### src/rtl/seq_muldiv_unit.sv
// Iterative RV32M-style multiply/divide unit: one shift-add or
// restoring-divide step per clock, with sign fix-up on the last step.
//
// Ports:
//   clk, rst_n  clock, async active-low reset
//   start       request, accepted when busy==0
//   op          000 MUL 001 MULH 010 MULHSU 011 MULHU
//               100 DIV 101 DIVU 110 REM  111 REMU
//   a, b        operands, sampled on accept
//   busy        high in RUN
//   done        one-cycle completion pulse
//   out, zero   registered result and (out==0)
module seq_muldiv_unit #(
  parameter int N     = 32,
  parameter int CNT_W = 6
) (
  input  logic         clk,
  input  logic         rst_n,
  input  logic         start,
  input  logic [2:0]   op,
  input  logic [N-1:0] a,
  input  logic [N-1:0] b,
  output logic         busy,
  output logic         done,
  output logic [N-1:0] out,
  output logic         zero
);

  typedef enum logic [1:0] {
    IDLE,
    RUN,
    DONE
  } state_t;

  localparam logic [N-1:0] MIN = {1'b1, {(N-1){1'b0}}};

  state_t           state;
  logic [CNT_W-1:0] cnt;
  logic [2:0]       op_q;
  logic             neg_q;
  logic [N-1:0]     hi;
  logic [N-1:0]     lo;
  logic [N-1:0]     dv;

  // accept-side decode
  logic         sgn_a;
  logic         sgn_b;
  logic         a_neg;
  logic         b_neg;
  logic [N-1:0] mag_a;
  logic [N-1:0] mag_b;
  logic         res_neg;
  logic         spec_zero;
  logic         spec_ovf;
  logic         special;
  logic [N-1:0] spec_val;

  always_comb begin
    sgn_a = (op == 3'b001) || (op == 3'b010) ||
            (op == 3'b100) || (op == 3'b110);
    sgn_b = (op == 3'b001) || (op == 3'b100) ||
            (op == 3'b110);
    a_neg = sgn_a & a[N-1];
    b_neg = sgn_b & b[N-1];
    mag_a = a_neg ? -a : a;
    mag_b = b_neg ? -b : b;
    // remainder follows dividend; others follow a^b
    res_neg = (op[2] & op[1]) ? a_neg : (a_neg ^ b_neg);
    spec_zero = op[2] & (b == '0);
    spec_ovf  = op[2] & ~op[0] & (a == MIN) &
                (b == '1);
    special   = spec_zero | spec_ovf;
    spec_val  = '0;
    if (spec_zero) begin
      spec_val = op[1] ? a : '1;
    end else if (spec_ovf) begin
      spec_val = op[1] ? '0 : a;
    end
  end

  // iteration step
  logic [N:0]     sum;
  logic [N-1:0]   m_hi;
  logic [N-1:0]   m_lo;
  logic [N:0]     r_sh;
  logic [N:0]     diff;
  logic           qbit;
  logic [N-1:0]   d_hi;
  logic [N-1:0]   d_lo;
  logic [N-1:0]   nx_hi;
  logic [N-1:0]   nx_lo;
  logic [2*N-1:0] prod;
  logic [2*N-1:0] prod_s;
  logic [N-1:0]   quo_s;
  logic [N-1:0]   rem_s;
  logic [N-1:0]   res;
  logic           last;

  always_comb begin
    // multiply: lo holds multiplier, product shifts in from the top
    sum  = {1'b0, hi} + {1'b0, dv & {N{lo[0]}}};
    m_hi = sum[N:1];
    m_lo = {sum[0], lo[N-1:1]};
    // divide: hi is remainder, lo shifts dividend out / quotient in
    r_sh = {hi, lo[N-1]};
    diff = r_sh - {1'b0, dv};
    qbit = ~diff[N];
    d_hi = qbit ? diff[N-1:0] : r_sh[N-1:0];
    d_lo = {lo[N-2:0], qbit};
    nx_hi = op_q[2] ? d_hi : m_hi;
    nx_lo = op_q[2] ? d_lo : m_lo;
    prod   = {m_hi, m_lo};
    prod_s = neg_q ? -prod : prod;
    quo_s  = neg_q ? -d_lo : d_lo;
    rem_s  = neg_q ? -d_hi : d_hi;
    unique case (op_q)
      3'b000:  res = prod_s[N-1:0];
      3'b001,
      3'b010,
      3'b011:  res = prod_s[2*N-1:N];
      3'b100,
      3'b101:  res = quo_s;
      default: res = rem_s;
    endcase
    last = (cnt == CNT_W'(N-1));
  end

  always_ff @(posedge clk or negedge rst_n) begin
    if (!rst_n) begin
      state <= IDLE;
      cnt   <= '0;
      op_q  <= '0;
      neg_q <= 1'b0;
      hi    <= '0;
      lo    <= '0;
      dv    <= '0;
      busy  <= 1'b0;
      done  <= 1'b0;
      out   <= '0;
      zero  <= 1'b1;
    end else begin
      done <= 1'b0;
      unique case (state)
        IDLE,
        DONE: begin
          if (start && special) begin
            state <= DONE;
            done  <= 1'b1;
            out   <= spec_val;
            zero  <= (spec_val == '0);
          end else if (start) begin
            state <= RUN;
            busy  <= 1'b1;
            cnt   <= '0;
            op_q  <= op;
            neg_q <= res_neg;
            hi    <= '0;
            lo    <= op[2] ? mag_a : mag_b;
            dv    <= op[2] ? mag_b : mag_a;
          end else begin
            state <= IDLE;
          end
        end
        RUN: begin
          hi  <= nx_hi;
          lo  <= nx_lo;
          cnt <= cnt + 1'b1;
          if (last) begin
            state <= DONE;
            busy  <= 1'b0;
            done  <= 1'b1;
            out   <= res;
            zero  <= (res == '0);
          end
        end
        default: begin
          state <= IDLE;
          busy  <= 1'b0;
        end
      endcase
    end
  end

endmodule

### config.mk
export PLATFORM = sky130hd
export DESIGN_NAME = seq_muldiv_unit
export DESIGN_NICKNAME = d
export VERILOG_FILES = /design/src/rtl/seq_muldiv_unit.sv
export SDC_FILE = /design/constraint.sdc
export NUM_CORES = 1
export LEC_CHECK = 0
export ABC_AREA = 0
export CAP_MARGIN = 20
export CELL_PAD_IN_SITES_DETAIL_PLACEMENT = 1
export CELL_PAD_IN_SITES_GLOBAL_PLACEMENT = 2
export CORE_MARGIN = 2
export CORE_UTILIZATION = 36
export DETAILED_ROUTE_END_ITERATION = 10
export PLACE_DENSITY_LB_ADDON = 0.12
export SETUP_SLACK_MARGIN = 0.15
export SLEW_MARGIN = 20
export SYNTH_ARGS = -nofsm -noshare
export SYNTH_HDL_FRONTEND = slang
export SYNTH_SLANG_ARGS = --single-unit
### constraint.sdc
create_clock -name clk -period 8.3 [get_ports clk]
set_clock_uncertainty 0.05 [all_clocks]
set_input_delay 1.66 -clock clk [delete_from_list [all_inputs] [get_ports clk]]
set_output_delay 1.66 -clock clk [all_outputs]
set_load 0.02 [all_outputs]
### Word level (Yosys, flattened, before mapping)

Index checks and enable logic that the tools add are counted.
Widths: inputs -> output; s select.

* mux-type cells: 42
* bitwise operators: 13
* $add $sub $neg: 8
* eq/ne operators: 18
* reductions and logical operators: 19

Operator list (count)
* $mux 32: 19
* $pmux 32 s2: 3
* $neg 32->32: 4
* $logic_not 32->1: 3
* $pmux 32 s3: 1
* $eq 32x32->1 const B: 2
* $mux 64: 1
* $neg 64->64: 1
* $add 32x32->33: 1
* $sub 33x32->33: 1
* $and 32x32->32: 1
* $eq 3x3->1 const B: 4
* $mux 6: 2
* $pmux 6 s2: 1
* $reduce_and 3->1: 4
* $eq 3x2->1 const B: 3
* $mux 1: 9
* $ne 2x2->1 const B: 4
* $and 1x1->1: 7
* $add 6x1->6 const B: 1
* $eq 3x1->1 const B: 2
* $eq 6x5->1 const B: 1
* $pmux 1 s2: 3
* $logic_or 1x1->1: 5
* 13 further kinds: 17

* word-level logic and storage cells: 111
* flip-flop bits (word level): 143

### Depth between registers and ports, before layout

* depth after elaboration: 10
* depth in mapped cells: 30
* mapped depth without buffers: 26

### Worst setup path before layout

No wires, ideal clock.

* path kind: reg2reg
* start point: register lo[31]
* end point: register zero
* slack: 1.787 ns
* stages on the path, launching flop included: 30
* setup time: 0.072 ns
* data required time: 8.178 ns
* arrival time: 6.391 ns
* cells stage by stage: dfrtp_1 > clkbuf_1 > inv_1 > ha_1 > inv_1 > fa_1 > a211oi_1 > o21a_1 > a211oi_2 > o2111a_1 > nor3_1 > nor2_2 > inv_2 > buf_2 > buf_1 > buf_1 > nor2_1 > a21oi_1 > ha_1 > nand2_1 > a2111oi_0 > nor4_1 > a2111oi_0 > nor3b_1 > nor3_1 > o211ai_1 > nor4_2 > nand4b_1 > or4b_1 > o21ai_1

* word-level cells in the longest chain between the ends: 8
* elaborated cells on any way between the ends: 13
* those cells by class: 4 x add/sub; 7 x mux; 1 x bitwise; 1 x reduce/logical

Ends and longest elaborated chain
* from (decl): RTL line 42 `logic [N-1:0] lo;`
* from (signal assigned): RTL line 158 `lo <= op[2] ? mag_a : mag_b;`
* from (signal assigned): RTL line 166 `lo <= nx_lo;`
* $sub 33x32->33: RTL line 106 `diff = r_sh - {1'b0, dv};`
* $mux 32 or $not 1->1 (tied branches): RTL line 108, 107
* $neg 32->32, on equally long branches: RTL line 115, 114
* $mux 32, on equally long branches: RTL line 115, 114
* $pmux 32 s3 (*): RTL line 116 `unique case (op_q)`
* $logic_not 32->1 (*): RTL line 173 `zero <= (res == '0);`
* $mux 1 (*): RTL line 168 `if (last) begin`
* $pmux 1 s2 (*): RTL line 143 `unique case (state)`
* to (signal assigned): RTL line 150 `zero <= (spec_val == '0);`
* to (signal assigned): RTL line 173
* to (decl): RTL line 26 `output logic zero`

Mark *: on every way between the ends. The rest lies on a longest branch, timed or not. The select of a mux whose other input is x is not followed.
A chain may end at the register's enable or synchronous reset.

### Worst setup path after layout

Same ends and word-level chain as after synthesis.

==> flow_summary_export.csv <==
group,metric,value,unit
outcome,status,"complete, no violations",
critical_path,worst_r2r_endpoint,"zero",
critical_path,critical_path_required,8.68,ns
min_path,hold_start,"out[15]",
layout,nets,2591,
critical_path,slowest_delay,0.56,ns
global_route,overall_overflow_remaining_after_global_route,0,
critical_path,path_class,"reg -> reg",
detailed_routing,antenna_violating_nets_post_route,0,
place,postPlaceCellArea,19330,um^2
sta,grt_setup_unrepaired,"no",
layout,drive_above_1_share,5.933,%
synth,syn-cell-area,17790,um^2
global_route,antenna_found_initial,2,
detailed_routing,dr_total_vias,19869,
critical_path,worst_setup_path_end_kind,"flop",
critical_path,regToRegStartpoint,"lo[31]",
detailed_routing,drt_wl_total,87410,um
synth,yosysMostFrequentCell,"sky130_fd_sc_hd__nor2_1",
synth,synth_async_sr_flop_share,100.0,%
critical_path,worst-r2r-cell-count,23,
min_path,holdCritPathClass,"reg -> reg",
critical_path,critical_path_arrival,7.77,ns
clock_tree,cts_buffer_depth,2,
clock_tree,cts.htree.levels,4,
synth,synthTopCellsByArea,"sky130_fd_sc_hd__dfrtp_1 (20%), sky130_fd_sc_hd__o21ai_0 (6.1%), sky130_fd_sc_hd__xnor2_1 (5.8%)",
layout,final_core_utilization,40.71,%
clock_tree,ctsRootBufferMaster,"sky130_fd_sc_hd__clkbuf_16",
synth,yosysTopAreaCell,"sky130_fd_sc_hd__dfrtp_1",
critical_path,cp_slowest_cell,"sky130_fd_sc_hd__nor2_4",
global_route,global_route_wire_length_before_repair,130500,um
sta,slew-limit-headroom,33.94,%
clock_tree,tritoncts.num_buffers,17,
synth,fraction_of_synthesized_cell_area_in_xor_and_xnor_cells,9.057,%
layout,stdcell_area,19890,um^2
synth,synth_adder_area_share,5.218,%
sta,worst-slew-pin-transition,0.9849,ns
sta,drv_slew,0,
sta,max_freq,135.4,MHz
sta,setup_violations,0,
flow_run,max_cap_violations,0,
synth,synth_enable_flop_cells,0,
clock_tree,clk_pin_slew_worst_paths,0.07,ns
clock_tree,postCtsHoldBufs,0,
sta,layout_min_cycle_time,7.387,ns
place,count_of_port_buffers_added_during_placement,104,
floorplan,design.die.area,51220,um^2
clock_tree,post_cts_resized,0,
global_route,grt_pass1_vias,19801,
synth,synth.area.mux_share,4.296,%
synth,postSynthNetCount,2611,
sta,hold_slack,0.4295,ns
sta,timing.setup.tns,0,ns
synth,synth_simple_gate_area_share,23.33,%
min_path,whs_path_depth,1,
clock_tree,cts.repair_timing.setup_buffer_count,0,
place,gp_congestion,0.9531,
detailed_routing,drtIter0Drc,1490,
floorplan,core_area,48850,um^2
clock_tree,clk_lat_worst_skew,0.50,ns
detailed_routing,post-route-drc-count,0,
clock_tree,cts_sinks,143,
sta,final_hold_viol_count,0,
floorplan,dieWidth,226.3,um
synth,synth_compound_area_share,32.46,%
critical_path,worstPathCellList,"inv_1 -> ha_1 -> inv_1 -> fa_1 -> a211oi_1 -> o21a_1 -> a211oi_2 -> o2111ai_1 -> a21oi_1 -> nor2_4 -> mux2i_1 -> ha_1 -> nand2_1 -> a2111oi_0 -> nor4_1 -> a2111oi_0 -> nor3b_1 -> nor3_1 -> o211ai_1 -> nor4_2 -> nand4b_1 -> or4b_1 -> o21ai_1",
critical_path,setup.worst_path.start_class,"flop",
synth,number_of_different_library_cells_in_the_post_synthesis_netlist,90,
synth,synth_top_flop_cell,"sky130_fd_sc_hd__dfrtp_1",
global_route,grt_start_max_net_pins,72,
floorplan,design.portCount,105,
place,hpwlAfterDp,69280,um
synth,synth_top_family_by_area,"compound AO/OA/AOI/OAI gates",
sta,share_of_the_clock_period_used_by_the_worst_path_after_layout,89.00,%
critical_path,timing.critical_path.fanout_max,16,
floorplan,die_y,226.3,um
synth,synthesis.area_per_instance,7.210,um^2
floorplan,start_util,36.42,%
synth,synth_seq_area_share,20.12,%
detailed_routing,detail_route.vias_per_cell,6.356,
min_path,hold_end,"out[15]",
synth,post-synth-top-area-fraction,19.97,%
detailed_routing,route.detailed.wl_per_inst,27.96,um
synth,post_synth_most_frequent_cells,"sky130_fd_sc_hd__nor2_1 (237), sky130_fd_sc_hd__nand2_1 (226), sky130_fd_sc_hd__o21ai_0 (217), sky130_fd_sc_hd__a21oi_1 (196), sky130_fd_sc_hd__clkbuf_1 (166)",
synth,synthCells,2468,
layout,syn2layout_area_growth,11.76,%
clock_tree,tritoncts,"done",
critical_path,register_to_register_path_setup_slack,0.91,ns
synth,synth_seq_cells,143,
detailed_routing,drt_first_pass_iters,5,
floorplan,std_cell_rows,81,
synth,yosys_warnings,0,
global_route,globalRouteTotalUtil,34.38,%
layout,fillCellCount,6141,
[metrics by stage]
stage,worst slack (ns),instances
3_3_place_gp,1.286,3093
3_5_place_dp,1.127,3093
5_1_grt,0.3547,3125
6_report,0.9133,3126
2_1_floorplan,1.787,2468
4_1_cts,1.089,3125
[per-layer routing]
metal,track usage [%],part of all wire (%)
met1,45.97,45
met2,55.19,46
met3,4.211,5.2
met4,15.98,4.7
met5,0,0
[placed cells by master, fill, tap and decap left out, types with 71 or more instances in the layout]
cell type	Yosys	routed
sky130_fd_sc_hd__clkdlybuf4s50_1	0	102
sky130_fd_sc_hd__nor2_1	237	236
sky130_fd_sc_hd__nand2_1	226	226
sky130_fd_sc_hd__o21ai_0	217	217
sky130_fd_sc_hd__ha_1	71	71
sky130_fd_sc_hd__a21oi_1	196	196
sky130_fd_sc_hd__dfrtp_1	142	140
sky130_fd_sc_hd__nand3_1	73	73
sky130_fd_sc_hd__xnor2_1	117	117
sky130_fd_sc_hd__a211oi_1	96	96
[worst max path at each step]
stage                     cells past startpoint  endpoint  startpoint
after global routing                         23      zero      lo[31]
after floorplan                              29      zero      lo[31]
after detailed placement                     23      zero      lo[31]
after CTS                                    23      zero      lo[31]
final                                        23      zero      lo[31]
after global placement                       23      zero      lo[31]
[cells by family after synthesis]
family                   Yosys count
AND/OR/NAND/NOR                  853
flip-flops                       143
XOR/XNOR                         184
multiplexers                      75
AO/OA/AOI/OAI                    883
adder cells (fa/ha/maj)           73
buffers and inverters            257
[final cells by class]
class	count	area [um^2]	area share, %
multi-input cells	2068	13270	66.75
well taps	664	830.8	4.178
inverters	67	251.5	1.265
diodes	1	2.502	0.01258
clock inverters	13	105.1	0.5285
flip-flops and latches	143	3587	18.04
clock buffers	19	442.9	2.227
repair buffers	151	1393	7.003
[critical path: cells and delay by family, from the launching register on]
kind | cells | cell delay [ns]
adders and majority gates | 3 | 0.93
AOI/OAI and AO/OA | 9 | 2.94
muxes | 1 | 0.38
and+or+nand+nor | 8 | 2.31
buffers and inverters | 2 | 0.22
DFF | 1 | 0.50
[state kept, by name, summed over array words and instances (netlist names)]
name   cells
neg_q      1
out       32
dv        32
state      2
zero       1
lo        32
op_q       3
hi        32
busy       1
cnt        6
done       1
Power is left out: the tool's default activity adds up to more than one toggle a clock period on the data nets, which glitch-free logic cannot reach.
